## src/rtl/branch_resolve_ctrl_pkg.sv

```systemverilog
// Shared opcode/rt encodings, FSM state type and branch-decode helpers for the
// decode-stage branch resolution controller.
package branch_pkg;

    localparam logic [5:0] OP_REGIMM = 6'b000001;
    localparam logic [5:0] OP_BEQ    = 6'b000100;
    localparam logic [5:0] OP_BNE    = 6'b000101;
    localparam logic [5:0] OP_BLEZ   = 6'b000110;
    localparam logic [5:0] OP_BGTZ   = 6'b000111;

    localparam logic [4:0] RT_BLTZ   = 5'b00000;
    localparam logic [4:0] RT_BGEZ   = 5'b00001;
    localparam logic [4:0] RT_BLTZAL = 5'b10000;
    localparam logic [4:0] RT_BGEZAL = 5'b10001;

    typedef enum logic [1:0] {
        IDLE = 2'd0,
        WAIT = 2'd1,
        SLOT = 2'd2
    } br_state_t;

    function automatic logic is_branch_f(input logic [5:0] op, input logic [4:0] rt);
        logic hit;
        hit = 1'b0;
        case (op)
            OP_BEQ, OP_BNE, OP_BLEZ, OP_BGTZ: hit = 1'b1;
            OP_REGIMM: hit = (rt == RT_BLTZ) || (rt == RT_BGEZ) ||
                             (rt == RT_BLTZAL) || (rt == RT_BGEZAL);
            default: hit = 1'b0;
        endcase
        return hit;
    endfunction

    // Only BEQ/BNE compare two registers; the rest test rs against zero.
    function automatic logic need_rt_f(input logic [5:0] op);
        return (op == OP_BEQ) || (op == OP_BNE);
    endfunction

    function automatic logic is_link_f(input logic [5:0] op, input logic [4:0] rt);
        return (op == OP_REGIMM) && ((rt == RT_BLTZAL) || (rt == RT_BGEZAL));
    endfunction

endpackage

```

## src/rtl/branch_resolve_ctrl_stats.sv

```systemverilog
// Bank of saturating event counters; used by branch_resolve_ctrl only when
// BRANCH_STATS_EN is defined.
module branch_stats_counters #(
    parameter int W = 16,
    parameter int N = 3
) (
    input  logic                clk,
    input  logic                reset,
    input  logic [N-1:0]        i_inc,
    output logic [N-1:0][W-1:0] o_cnt
);

    genvar gi;
    generate
        for (gi = 0; gi < N; gi++) begin : g_cnt
            logic [W-1:0] r_cnt;

            // Counters stick at all-ones rather than wrapping.
            always_ff @(posedge clk) begin
                if (reset) begin
                    r_cnt <= '0;
                end else if (i_inc[gi] && (r_cnt != {W{1'b1}})) begin
                    r_cnt <= r_cnt + W'(1);
                end
            end

            assign o_cnt[gi] = r_cnt;
        end
    endgenerate

endmodule

```

## src/rtl/branch_resolve_ctrl.sv

```systemverilog
// Decode-stage branch controller: stalls until operands are final, samples the
// shared comparator, writes the $31 link and redirects the PC after the delay
// slot. Optional statistics counters are enabled with BRANCH_STATS_EN.
module branch_resolve_ctrl
    import branch_pkg::*;
#(
    parameter int DATA_W  = 32,
    parameter int STATS_W = 16
) (
    input  logic              clk,
    input  logic              reset,
    input  logic              id_valid,
    input  logic [5:0]        id_op,
    input  logic [4:0]        id_rt,
    input  logic [15:0]       id_imm,
    input  logic [DATA_W-1:0] id_pc,
    input  logic [DATA_W-1:0] rs_val,
    input  logic [DATA_W-1:0] rt_val,
    input  logic              rs_ready,
    input  logic              rt_ready,
    input  logic              stall_ext,
    output logic [5:0]        cmp_op,
    output logic [4:0]        cmp_rt,
    output logic [DATA_W-1:0] cmp_a,
    output logic [DATA_W-1:0] cmp_b,
    input  logic              cmp_c,
    output logic              id_stall,
    output logic              redirect_valid,
    output logic [DATA_W-1:0] redirect_pc,
    output logic              link_we,
    output logic [DATA_W-1:0] link_data
`ifdef BRANCH_STATS_EN
    ,
    output logic [STATS_W-1:0] stat_branches,
    output logic [STATS_W-1:0] stat_taken,
    output logic [STATS_W-1:0] stat_stall_cycles
`endif
);

    br_state_t         r_state;
    logic              r_taken;
    logic [DATA_W-1:0] r_target;
    logic              r_redirect_valid;
    logic [DATA_W-1:0] r_redirect_pc;
    logic              r_link_we;
    logic [DATA_W-1:0] r_link_data;

    logic              w_is_branch;
    logic              w_ready;
    logic              w_resolve;
    logic              w_slot_accept;
    logic              w_stall;
    logic [DATA_W-1:0] w_offset;
    logic [DATA_W-1:0] w_target;

    assign w_is_branch = is_branch_f(id_op, id_rt);
    assign w_ready     = rs_ready && (rt_ready || !need_rt_f(id_op));
    assign w_offset    = {{(DATA_W-16){id_imm[15]}}, id_imm} << 2;
    assign w_target    = id_pc + DATA_W'(4) + w_offset;

    // In WAIT the ID register is frozen, so the branch is not re-decoded.
    always_comb begin
        w_resolve     = 1'b0;
        w_slot_accept = 1'b0;
        w_stall       = 1'b0;
        case (r_state)
            IDLE: begin
                w_resolve = id_valid && w_is_branch && w_ready && !stall_ext;
                w_stall   = id_valid && w_is_branch && !w_ready;
            end
            WAIT: begin
                w_resolve = w_ready && !stall_ext;
                w_stall   = !w_ready;
            end
            SLOT: begin
                w_slot_accept = id_valid && !stall_ext;
            end
            default: begin
                w_resolve     = 1'b0;
                w_slot_accept = 1'b0;
                w_stall       = 1'b0;
            end
        endcase
    end

    always_ff @(posedge clk) begin
        if (reset) begin
            r_state          <= IDLE;
            r_taken          <= 1'b0;
            r_target         <= '0;
            r_redirect_valid <= 1'b0;
            r_redirect_pc    <= '0;
            r_link_we        <= 1'b0;
            r_link_data      <= '0;
        end else begin
            r_redirect_valid <= 1'b0;
            r_link_we        <= 1'b0;
            case (r_state)
                IDLE: begin
                    if (w_resolve) begin
                        r_state <= SLOT;
                    end else if (id_valid && w_is_branch) begin
                        r_state <= WAIT;
                    end
                end
                WAIT: begin
                    if (w_resolve) begin
                        r_state <= SLOT;
                    end
                end
                SLOT: begin
                    // The delay-slot instruction is never decoded as a branch.
                    if (w_slot_accept) begin
                        r_redirect_valid <= r_taken;
                        r_redirect_pc    <= r_target;
                        r_state          <= IDLE;
                    end
                end
                default: r_state <= IDLE;
            endcase

            if (w_resolve) begin
                r_taken  <= cmp_c;
                r_target <= w_target;
                if (is_link_f(id_op, id_rt)) begin
                    r_link_we   <= 1'b1;
                    r_link_data <= id_pc + DATA_W'(8);
                end
            end
        end
    end

    assign cmp_op         = id_valid ? id_op  : '0;
    assign cmp_rt         = id_valid ? id_rt  : '0;
    assign cmp_a          = id_valid ? rs_val : '0;
    assign cmp_b          = id_valid ? rt_val : '0;
    assign id_stall       = w_stall;
    assign redirect_valid = r_redirect_valid;
    assign redirect_pc    = r_redirect_pc;
    assign link_we        = r_link_we;
    assign link_data      = r_link_data;

`ifdef BRANCH_STATS_EN
    logic [2:0]              w_stat_inc;
    logic [2:0][STATS_W-1:0] w_stat_cnt;

    assign w_stat_inc = {w_stall, w_resolve && cmp_c, w_resolve};

    branch_stats_counters #(
        .W (STATS_W),
        .N (3)
    ) u_stats (
        .clk   (clk),
        .reset (reset),
        .i_inc (w_stat_inc),
        .o_cnt (w_stat_cnt)
    );

    assign stat_branches     = w_stat_cnt[0];
    assign stat_taken        = w_stat_cnt[1];
    assign stat_stall_cycles = w_stat_cnt[2];
`endif

endmodule

```

## config.mk

```make
export PLATFORM = sky130hd
export DESIGN_NAME = branch_resolve_ctrl
export DESIGN_NICKNAME = d
export VERILOG_FILES = /design/src/rtl/branch_resolve_ctrl_pkg.sv /design/src/rtl/branch_resolve_ctrl_stats.sv /design/src/rtl/branch_resolve_ctrl.sv
export SDC_FILE = /design/constraint.sdc
export NUM_CORES = 1
export LEC_CHECK = 0
export ABC_CLOCK_PERIOD_IN_PS = 3340
export CORE_ASPECT_RATIO = 1.4
export CORE_MARGIN = 1
export CORE_UTILIZATION = 43
export CTS_CLUSTER_SIZE = 24
export DETAILED_ROUTE_END_ITERATION = 8
export PLACE_DENSITY = 0.81
export SYNTH_ARGS = -nofsm -noshare
export SYNTH_HDL_FRONTEND = slang
export SYNTH_SLANG_ARGS = --single-unit
```

## constraint.sdc

```tcl
create_clock -name clk -period 3.34 [get_ports clk]
set_clock_uncertainty 0.05 [all_clocks]
set_input_delay 0.668 -clock clk [delete_from_list [all_inputs] [get_ports clk]]
set_output_delay 0.668 -clock clk [all_outputs]
set_load 0.02 [all_outputs]
```

==> tab_implementation.tex <==
\begin{tabular}{lr}
\hline
Metric & Value \\
\hline
\multicolumn{2}{l}{\textbf{Run status}} \\
Run status & complete, no violations \\
\multicolumn{2}{l}{\textbf{Global routing}} \\
Wire length of the first global-routing pass & 36100 µm \\
Aggregate global-route resource usage & 30.7\% \\
Antenna violations before repair & 25 \\
Maximum number of pins on one net before global-route repair & 97 \\
Vias in the first global route & 6615 \\
Leftover overflow at the end of global routing & 0 \\
\multicolumn{2}{l}{\textbf{Pwr}} \\
Leak pwr & 3.99 nW \\
Switching Share & 31.2\% \\
Total power per unit cell area & 325 nW/µm² \\
Maximum ir drop on the vdd rail & 284 µV \\
Power share of the combinational group & 31.5\% \\
Pwr Total & 3.33 mW \\
Clock Power Share & 32.2\% \\
Switching power summed over all nets & 1.04 mW \\
Part of the total power dissipated in sequential elements & 36.3\% \\
Power Internal & 2.29 mW \\
\multicolumn{2}{l}{\textbf{Critical path}} \\
Worst path required time & 3.54 ns \\
Arrival time of data at the critical path endpoint & 3.43 ns \\
Kind of start point of the critical path & input pin \\
FF-to-FF path depth & 6 \\
Reg2reg setup slack & 1.67 ns \\
Classification of the worst setup path & in -> reg \\
Largest driver fanout on the critical path & 4 \\
Endpoint class of the critical path & flop \\
FF-to-FF End & r\_target[28] \\
R2R Path Start & r\_state[0] \\
\multicolumn{2}{l}{\textbf{Clock tree}} \\
Source-to-sink clock delay at the later pin of the worst-skew pair & 0.35 ns \\
Sinks on the clock net & 101 \\
Cell at the root of the clock tree & sky130\_fd\_sc\_hd\_\_clkbuf\_16 \\
Number of buffers on the longest clock path & 2 \\
Quantity of hold-fixing buffers added after cts & 0 \\
Number of buffers created by CTS & 9 \\
Post-CTS clock slew at the launch and capture registers of the worst setup and hold paths & 0.08 ns \\
Clock tree from TritonCTS & yes \\
H-tree depth & 3 \\
\multicolumn{2}{l}{\textbf{Cells and area}} \\
Count of nets after finishing & 1325 \\
Layout overhead on the synthesized area & 61.2\% \\
Fraction of layout instances using a drive strength above 1 & 11.2\% \\
Fillers & 1190 \\
\multicolumn{2}{l}{\textbf{Detailed routing}} \\
Total Wirelength & 23400 µm \\
Average wire length per cell after detail routing & 17.4 µm \\
First-pass iteration count of the detailed router & 5 \\
Vias/cell & 5.24 \\
DR vias & 7041 \\
Antenna violation net count after detailed routing & 0 \\
\# DRC & 0 \\
DRT iter0 DRCs & 341 \\
\multicolumn{2}{l}{\textbf{Die}} \\
Num ports & 272 \\
Die extent in y & 146 µm \\
CORE AREA & 14400 µm² \\
Die footprint & 15300 µm² \\
DIE WIDTH & 105 µm \\
Rows & 52 \\
Initial standard-cell utilization of the core & 44.0\% \\
\multicolumn{2}{l}{\textbf{Timing}} \\
Final count of negative-setup-slack endpoints & 0 \\
Final worst path period need & 3.24 ns \\
Max Freq & 0.309 GHz \\
Count of final hold-check violations & 0 \\
TNS Setup & 0 ns \\
Final period util & 96.9\% \\
Worst-case hold slack & 0.404 ns \\
Final max-slew violation count & 0 \\
Rel. slew slack & 33.4\% \\
Measured slew at the worst slew-check pin & 1.00 ns \\
Unrepaired setup endpoints after global routing & yes \\
\multicolumn{2}{l}{\textbf{Placement}} \\
RePlAce Congestion & 0.927 \\
Buffers on Ports & 271 \\
Placed wire-length estimate after detailed placement & 19100 µm \\
\multicolumn{2}{l}{\textbf{Synthesis}} \\
Share of synthesized cell area in full adder, half adder and majority cells & 11.7\% \\
Simple-gate share of the synthesized area & 25.9\% \\
Number of warnings issued by yosys & 0 \\
Most frequently used flop master after synthesis & sky130\_fd\_sc\_hd\_\_dfxtp\_1 \\
Distinct cell type count of the synthesized netlist & 57 \\
Cell area after synthesis & 6360 µm² \\
Syn nets & 997 \\
Main area contributors after synthesis & sky130\_fd\_sc\_hd\_\_dfxtp\_1, sky130\_fd\_sc\_hd\_\_ha\_1, sky130\_fd\_sc\_hd\_\_and2\_1 \\
Count of flip-flops with a built-in enable after synthesis & 0 \\
Fraction of synthesized cell area taken by the top area cell type & 31.8\% \\
Most frequent cell after synthesis & sky130\_fd\_sc\_hd\_\_nand2\_1 \\
Number of flip-flops and latches in the synthesized netlist & 101 \\
Proportion of register bits with asynchronous set or reset after synthesis & 0\% \\
Top cells by count, synth & sky130\_fd\_sc\_hd\_\_nand2\_1, sky130\_fd\_sc\_hd\_\_dfxtp\_1, sky130\_fd\_sc\_hd\_\_a21oi\_1 \\
Xor/xnor cell area share of the yosys netlist & 6.47\% \\
Multiplexer area fraction after synthesis & 0.630\% \\
Leading area contributor after synthesis & sky130\_fd\_sc\_hd\_\_dfxtp\_1 \\
Sequential-to-total area share from yosys stat & 31.8\% \\
Post-synthesis instance total & 808 \\
Compound-gate portion of the synthesized area & 19.9\% \\
Combinational family with the most area after synthesis & simple AND/OR/NAND/NOR gates \\
Avg Cell Area, Syn & 7.87 µm² \\
\multicolumn{2}{l}{\textbf{Min path}} \\
Hold Crit Endpoint & redirect\_pc[24] \\
Class of the most critical hold timing path & reg -> reg \\
Number of cells traversed by the worst hold path & 2 \\
Startpoint of the tightest hold check path & r\_target[24] \\
\multicolumn{2}{l}{\textbf{Job}} \\
Max capacitance violation total & 0 \\
\hline
\end{tabular}
-- kinds of logic (layout without fill, tap and decap cells) --
logic type | after synthesis | count (layout)
mux | 4 | 4
xor+xnor | 47 | 47
flops | 101 | 101
fa+ha+maj | 59 | 59
other cells | 0 | 13
compound gates | 198 | 198
buf+inv | 59 | 392
simple gates | 340 | 340
-- final cells by class --
class / count / area, µm² / share of cell area, %
tap: 189 / 236 / 2.31
timing repair buffer: 361 / 3410 / 33.2
inverter: 15 / 56.3 / 0.549
sequential: 101 / 2020 / 19.7
clock inverter: 7 / 80.1 / 0.781
antenna: 13 / 32.5 / 0.317
multi-input combinational: 648 / 4190 / 40.9
clock buffer: 9 / 225 / 2.20
-- flip-flops by register name, indices dropped and copies added (netlist names) --
| name | flops |
|---|---|
| redirect_pc | 32 |
| redirect_valid | 1 |
| r_taken | 1 |
| link_we | 1 |
| r_target | 32 |
| link_data | 32 |
| r_state | 2 |
-- worst max path at each step --
stage                     startpoint      endpoint  slack (ns)  depth (start not counted)
after global placement      id_pc[3]  r_target[29]       -0.33                         11
final                     id_imm[15]  r_target[30]        0.10                         10
after CTS                  id_imm[1]  r_target[29]        0.02                         11
after detailed placement   id_imm[1]  r_target[29]       -0.42                         11
after floorplan            id_imm[1]  r_target[29]        0.22                         10
after global routing       id_imm[1]  r_target[29]       -0.01                         11
-- per-stage QoR --
step | setup slack, ns | cells | cell area [µm²] | utilization (%)
global route | -0.0108 | 1330 | 10200 | 70.7
finish | 0.102 | 1343 | 10200 | 71.0
detailed placement | -0.419 | 1313 | 9840 | 68.1
global placement | -0.330 | 1313 | 9840 | 68.1
floorplan | 0.220 | 808 | 6360 | -
CTS | 0.0240 | 1329 | 10100 | 70.3
-- timing repair --
item,CTS,global route
pin swaps,0,8
setup buffers,0,1
endpoints found under the setup margin,1,9
gates resized for setup,1,11
-- placed cells by master (no fill, tap or decap), drive strengths merged, types with 10 or more instances in the layout --
master / n
nor2: 63
o21ai: 19
ha: 58
dfxtp: 101
clkdlybuf4s50: 269
a21o: 12
and2: 80
buf: 92
diode: 13
and3: 15
a21oi: 87
inv: 17
nand4: 12
nor3: 10
nand3: 21
nand2: 124
xor2: 24
a211oi: 35
xnor2: 23
-- layer usage --
layer	vias to the layer above	track usage, %	share of wire, %
met4	30	8.73	2.0
met3	51	15.5	13
met2	277	51.2	46
met5	-	0	0.80
met1	3164	34.4	38
li1	3519	-	-
-- worst max-delay path, cell delays in order --
cell and delay, ns:
sky130_fd_sc_hd__clkdlybuf4s50_1 0.58, sky130_fd_sc_hd__ha_1 0.27, sky130_fd_sc_hd__ha_1 0.32, sky130_fd_sc_hd__nand4_2 0.13, sky130_fd_sc_hd__a2111oi_2 0.33, sky130_fd_sc_hd__a21oi_2 0.13
sky130_fd_sc_hd__a21oi_2 0.22, sky130_fd_sc_hd__a31oi_2 0.15, sky130_fd_sc_hd__o311a_1 0.37, sky130_fd_sc_hd__a211o_1 0.26
-- power groups by stage --
| stage | logic [mW] | registers, mW | clock network (mW) |
|---|---|---|---|
| after floorplan | 0.502 | 1.24 | 0 |
| after global placement | 0.999 | 1.24 | 0 |
| after detailed placement | 1.01 | 1.24 | 0 |
| after CTS | 1.02 | 1.21 | 1.08 |
| after global routing | 1.14 | 1.21 | 1.13 |
| final | 1.05 | 1.21 | 1.07 |
Power figures use the tool's default switching activity.
